[src/rtl/zero_byte_frame_acc.sv]
// Per-frame accumulator for zero-byte counts: total, word count and first-hit index.
// Results are published through a single-entry valid/ready output register.
module zero_byte_frame_acc #(
  parameter int unsigned IDX_W = 16,
  parameter int unsigned TOT_W = 18
) (
  input  logic             clk,
  input  logic             rst_n,
  input  logic             in_valid,
  output logic             in_ready,
  input  logic [2:0]       in_count,
  input  logic             in_last,
  output logic             out_valid,
  input  logic             out_ready,
  output logic [TOT_W-1:0] out_total,
  output logic [IDX_W-1:0] out_words,
  output logic             out_found,
  output logic [IDX_W-1:0] out_first_idx,
  output logic             out_err
);

  localparam int unsigned SUM_W = TOT_W + 1;
  localparam logic [IDX_W-1:0] IDX_MAX = '1;
  localparam logic [TOT_W-1:0] TOT_MAX = '1;

  typedef enum logic {IDLE, ACC} state_e;

  state_e           state_q, state_d;
  logic [TOT_W-1:0] tot_q, tot_d;
  logic [IDX_W-1:0] words_q, words_d;
  logic [IDX_W-1:0] first_q, first_d;
  logic             found_q, found_d;
  logic             err_q, err_d;

  logic             out_valid_q, out_valid_d;
  logic [TOT_W-1:0] out_total_q, out_total_d;
  logic [IDX_W-1:0] out_words_q, out_words_d;
  logic             out_found_q, out_found_d;
  logic [IDX_W-1:0] out_first_q, out_first_d;
  logic             out_err_q, out_err_d;

  logic             accept;
  logic [2:0]       cnt;
  logic [2:0]       c;
  logic             illegal;
  logic             first_beat;
  logic [TOT_W-1:0] base_tot;
  logic [IDX_W-1:0] base_words;
  logic [IDX_W-1:0] base_first;
  logic             base_found;
  logic             base_err;
  logic [SUM_W-1:0] tot_sum;
  logic             tot_sat;
  logic             words_sat;
  logic [TOT_W-1:0] beat_tot;
  logic [IDX_W-1:0] beat_words;
  logic [IDX_W-1:0] beat_first;
  logic             beat_found;
  logic             beat_err;

  // Backpressure depends only on the output register, never on in_valid
  assign in_ready = rst_n & (~out_valid_q | out_ready);
  assign accept   = in_valid & in_ready;

  // Beat contribution; the first beat of a frame starts from zero instead of the accumulators
  always_comb begin
    cnt        = in_valid ? in_count : 3'd0;
    illegal    = cnt > 3'd4;
    c          = illegal ? 3'd4 : cnt;
    first_beat = (state_q == IDLE);

    base_tot   = first_beat ? '0   : tot_q;
    base_words = first_beat ? '0   : words_q;
    base_first = first_beat ? '0   : first_q;
    base_found = first_beat ? 1'b0 : found_q;
    base_err   = first_beat ? 1'b0 : err_q;

    tot_sum    = SUM_W'(base_tot) + SUM_W'(c);
    tot_sat    = tot_sum[TOT_W];
    beat_tot   = tot_sat ? TOT_MAX : tot_sum[TOT_W-1:0];

    words_sat  = (base_words == IDX_MAX);
    beat_words = words_sat ? IDX_MAX : base_words + IDX_W'(1);

    beat_found = base_found | (c != 3'd0);
    beat_first = ((c != 3'd0) && !base_found) ? base_words : base_first;
    beat_err   = base_err | illegal | tot_sat | words_sat;
  end

  // Next-state: accumulate, publish on last beat, retire result on transfer
  always_comb begin
    state_d     = state_q;
    tot_d       = tot_q;
    words_d     = words_q;
    first_d     = first_q;
    found_d     = found_q;
    err_d       = err_q;
    out_valid_d = out_valid_q & ~out_ready;
    out_total_d = out_total_q;
    out_words_d = out_words_q;
    out_found_d = out_found_q;
    out_first_d = out_first_q;
    out_err_d   = out_err_q;

    if (accept) begin
      tot_d   = beat_tot;
      words_d = beat_words;
      first_d = beat_first;
      found_d = beat_found;
      err_d   = beat_err;
      if (in_last) begin
        state_d     = IDLE;
        out_valid_d = 1'b1;
        out_total_d = beat_tot;
        out_words_d = beat_words;
        out_found_d = beat_found;
        out_first_d = beat_first;
        out_err_d   = beat_err;
      end else begin
        state_d = ACC;
      end
    end
  end

  always_ff @(posedge clk or negedge rst_n) begin
    if (!rst_n) begin
      state_q     <= IDLE;
      tot_q       <= '0;
      words_q     <= '0;
      first_q     <= '0;
      found_q     <= 1'b0;
      err_q       <= 1'b0;
      out_valid_q <= 1'b0;
      out_total_q <= '0;
      out_words_q <= '0;
      out_found_q <= 1'b0;
      out_first_q <= '0;
      out_err_q   <= 1'b0;
    end else begin
      state_q     <= state_d;
      tot_q       <= tot_d;
      words_q     <= words_d;
      first_q     <= first_d;
      found_q     <= found_d;
      err_q       <= err_d;
      out_valid_q <= out_valid_d;
      out_total_q <= out_total_d;
      out_words_q <= out_words_d;
      out_found_q <= out_found_d;
      out_first_q <= out_first_d;
      out_err_q   <= out_err_d;
    end
  end

  assign out_valid     = out_valid_q;
  assign out_total     = out_total_q;
  assign out_words     = out_words_q;
  assign out_found     = out_found_q;
  assign out_first_idx = out_first_q;
  assign out_err       = out_err_q;

endmodule

[config.mk]
export PLATFORM = sky130hd
export DESIGN_NAME = zero_byte_frame_acc
export DESIGN_NICKNAME = d
export VERILOG_FILES = /design/src/rtl/zero_byte_frame_acc.sv
export SDC_FILE = /design/constraint.sdc
export NUM_CORES = 1
export LEC_CHECK = 0
export CAP_MARGIN = 20
export CORE_UTILIZATION = 30
export CTS_CLUSTER_SIZE = 10
export DETAILED_ROUTE_END_ITERATION = 16
export PLACE_DENSITY_LB_ADDON = 0.1
export REMOVE_ABC_BUFFERS = 1
export SYNTH_ARGS = -nofsm -noshare
export SYNTH_HDL_FRONTEND = slang
export SYNTH_SLANG_ARGS = --single-unit
[constraint.sdc]
create_clock -name clk -period 2.8 [get_ports clk]
set_clock_uncertainty 0.2 [all_clocks]
set_input_delay 0.28 -clock clk [delete_from_list [all_inputs] [get_ports clk]]
set_output_delay 0.28 -clock clk [all_outputs]
set_load 0.02 [all_outputs]
==> key figures <==
Routing
  • Drt via density: 5.05
  • Routed vias: 4565
  • Total Routed Length: 14400 microns
  • DR iter-0 viols: 275
  • TritonRoute pass-1 iters: 4
  • Antenna Nets Post-Route: 0
  • DRC violations left: 0
  • Routed len/inst: 15.9 microns

Synth
  • Register area share after synthesis: 48.3%
  • Post-synthesis instance total: 595
  • Most common cell in the netlist: dfrtp_1
  • Async S/R FF share, synth: 100%
  • Mapped Area: 5490 sq um
  • Share of the synthesized area in the top cell type: 48.3%
  • Mapped Avg Cell Area: 9.22 sq um
  • Top post-synthesis cells by count: 106 x dfrtp_1, 100 x nand2_1, 75 x o21ai_0
  • Netlist cell types: 61
  • Post-synth top flop: dfrtp_1
  • #FFs+latches synth: 106
  • Synth Warn #: 0
  • Top post-synthesis cells by area: dfrtp_1 48%, nand2_1 6.8%, o21ai_0 6.8%
  • Largest area contributor in the netlist: dfrtp_1
  • Post-synth EDFFs: 0

CTS
  • Total CTS buffers: 9
  • H-Tree Depth: 3
  • CTS Buffer Depth: 2
  • TritonCTS clock tree: done
  • Clk_lat worst skew: 0.35 ns
  • CTS root buf: clkbuf_16
  • Reg clk slew, reported paths: 0.07 ns
  • Sink Count: 106
  • Setup Fix Bufs, Post-CTS: 0

Timing
  • Min cycle time layout: 2.63 ns
  • Final setup fails: 0
  • Max-slew violation count: 0
  • Final hold vios: 0
  • Slew headroom: 45.2%
  • Setup TNS: 0 ns
  • Period utilisation layout: 93.9%
  • Slew @ Worst Pin: 0.821 ns
  • Fmax: 380 MHz
  • Final worst setup slack: 0.170 ns
  • RSZ-0062 raised after global routing: false

Layout
  • Final Cell Area: 6900 sq um
  • NumNets Final: 685
  • Share of cells above drive strength 1: 12.0%
  • Final Util: 38.4%
  • Synth-to-layout area growth: 25.7%
  • Antenna cells: 0
  • Post-Layout Cell Count: 904

Die
  • Chip height: 137 microns
  • Die Wd: 137 microns
  • Initial core utilization: 30.5%
  • Site row count: 49
  • Core footprint: 18000 sq um
  • # IOs: 62
  • Die Footprint: 18800 sq um

Pwr
  • Pwr dens: 665 nW/um^2
  • Worst ir drop on vdd: 0.000297 V
  • Lkg Pwr: 3.00 nW

Placed design
  • Place WS: -0.240 ns
  • RePlAce Congestion: 0.820
  • Placed Area: 6570 sq um
  • DP HPWL: 9860 microns
  • Placed insts: 889
  • Port bufs: 61

GRT
  • Largest net degree at the start of global routing: 64
  • Vias in the first global route: 4556
  • First-pass GRT wire length: 23600 microns
  • Met1 usage: 21.4%
  • GR peak layer: met2
  • Overflow left after global routing: 0
  • Total GRT Usage: 16.4%
  • Routing usage on met3: 2.17%
  • Antenna violations before repair: 0
  • Met2 track demand over resource: 27.5%

Worst setup path
  • Buf/Inv on CP: 4
  • Worst Path Class, Setup: in2reg
  • CP delay by family, top: buffers and inverters
  • Crit path depth: 11
  • CP Cell Sequence: clkdlybuf4s50_1 > and3b_1 > ha_1 > inv_1 > fa_1 > nor2b_2 > o2111ai_2 > buf_4 > or2_1 > buf_4 > a31oi_1
  • Worst reg2reg endpoint: tot_q[1]
  • Crit path top cell by count: buf_4
  • Worst Reg-to-Reg Cells: 10
  • Crit end category: flip-flop
  • Flop-to-flop setup slack: 0.19 ns
  • Data required time of the worst path: 2.86 ns
  • Critical path peak fanout: 5
  • Critical Path Max Stage Delay: 0.47 ns
  • Reg-to-reg startpoint: state_q
  • Critical Path Slowest Stage Cell: clkdlybuf4s50_1
  • Arrival @ worst endpoint: 2.69 ns
  • Startpoint types: primary input

Hold path
  • Min-delay worst type: in2async

Run status
  • Status: finished clean

Job
  • Max-cap violations: 0
routing by layer:
layer,wire [microns],up-vias
met5,0,-
met4,266,0
met3,382,17
met2,7020,74
met1,6730,2212
li1,-,2262
cell type report:
cell class | count | area [sq um]
clock buffers | 11 | 243
clock inverters | 3 | 65.1
fillers | 1830 | 11100
inverters | 11 | 41.3
multi-input cells | 439 | 2630
flip-flops and latches | 106 | 2650
well taps | 229 | 287
repair buffers | 105 | 978
state kept, by name, indices dropped and copies added (netlist names), 16 cells and up:
signal and cells:
first_q 16, out_words 16, tot_q 18, words_q 16, out_total 18, out_first_idx 16
placed cells by master (no fill, tap or decap), drive strengths merged, types with 3 or more instances in the layout:
cell and count:
a22oi 17, o22a 10, xor2 8, ha 4, a31oi 7, a21oi 44
buf 44, a21o 6, nor2b 3, inv 11, nand4 8, nand3 16
and2 10, mux2 6, o31ai 4, and4 6, nor2 39, o21a 3
xnor2 11, clkbuf 11, o21ai 75, dfrtp 106, clkdlybuf4s50 60, nand2 102
mux2i 19, nor3 7, and3 6, a221o 3
how the worst max path moves through the flow:
stage	from	to	slack [ns]
final	in_count[0]	tot_q[1]	0.17
after global placement	in_count[0]	tot_q[12]	-0.21
after CTS	state_q	err_q	0.05
after global routing	in_count[0]	out_total[15]	0.03
after floorplan	state_q	out_total[11]	-0.68
after detailed placement	in_valid	err_q	-0.24
power breakdown:
group / switching, mW / total (mW) / internal [mW] / leakage, nW
Clock: 0.563 / 1.36 / 0.798 / 0.151
Sequential: 0.223 / 2.01 / 1.78 / 1.35
Combinational: 0.651 / 1.22 / 0.567 / 1.50
Total: 1.44 / 4.59 / 3.15 / 3.00
stage by stage:
stage	power [mW]	hold WS, ns
2_1_floorplan	2.68	-0.216
3_3_place_gp	3.25	-0.0421
3_5_place_dp	3.27	-0.0391
4_1_cts	4.66	0.140
5_1_grt	4.85	0.151
6_report	4.59	0.133
cell families (layout without fill, tap and decap cells):
group	Yosys count	in the layout	share of synthesized area, %
simple gates	206	206	18.4
compound gates	184	184	20.3
flops	106	106	48.3
buf+inv	50	130	3.95
mux	25	25	4.77
xor+xnor	19	19	3.03
fa+ha+maj	5	5	1.28
what timing repair did:
item / 4_1_cts / 5_1_grt
hold endpoints to repair: 24 / 0
hold buffers: 1 / 0
gates resized for setup: 0 / 4
endpoints found under the setup margin: 0 / 20
No activity file was read; power rests on OpenSTA's default activity.
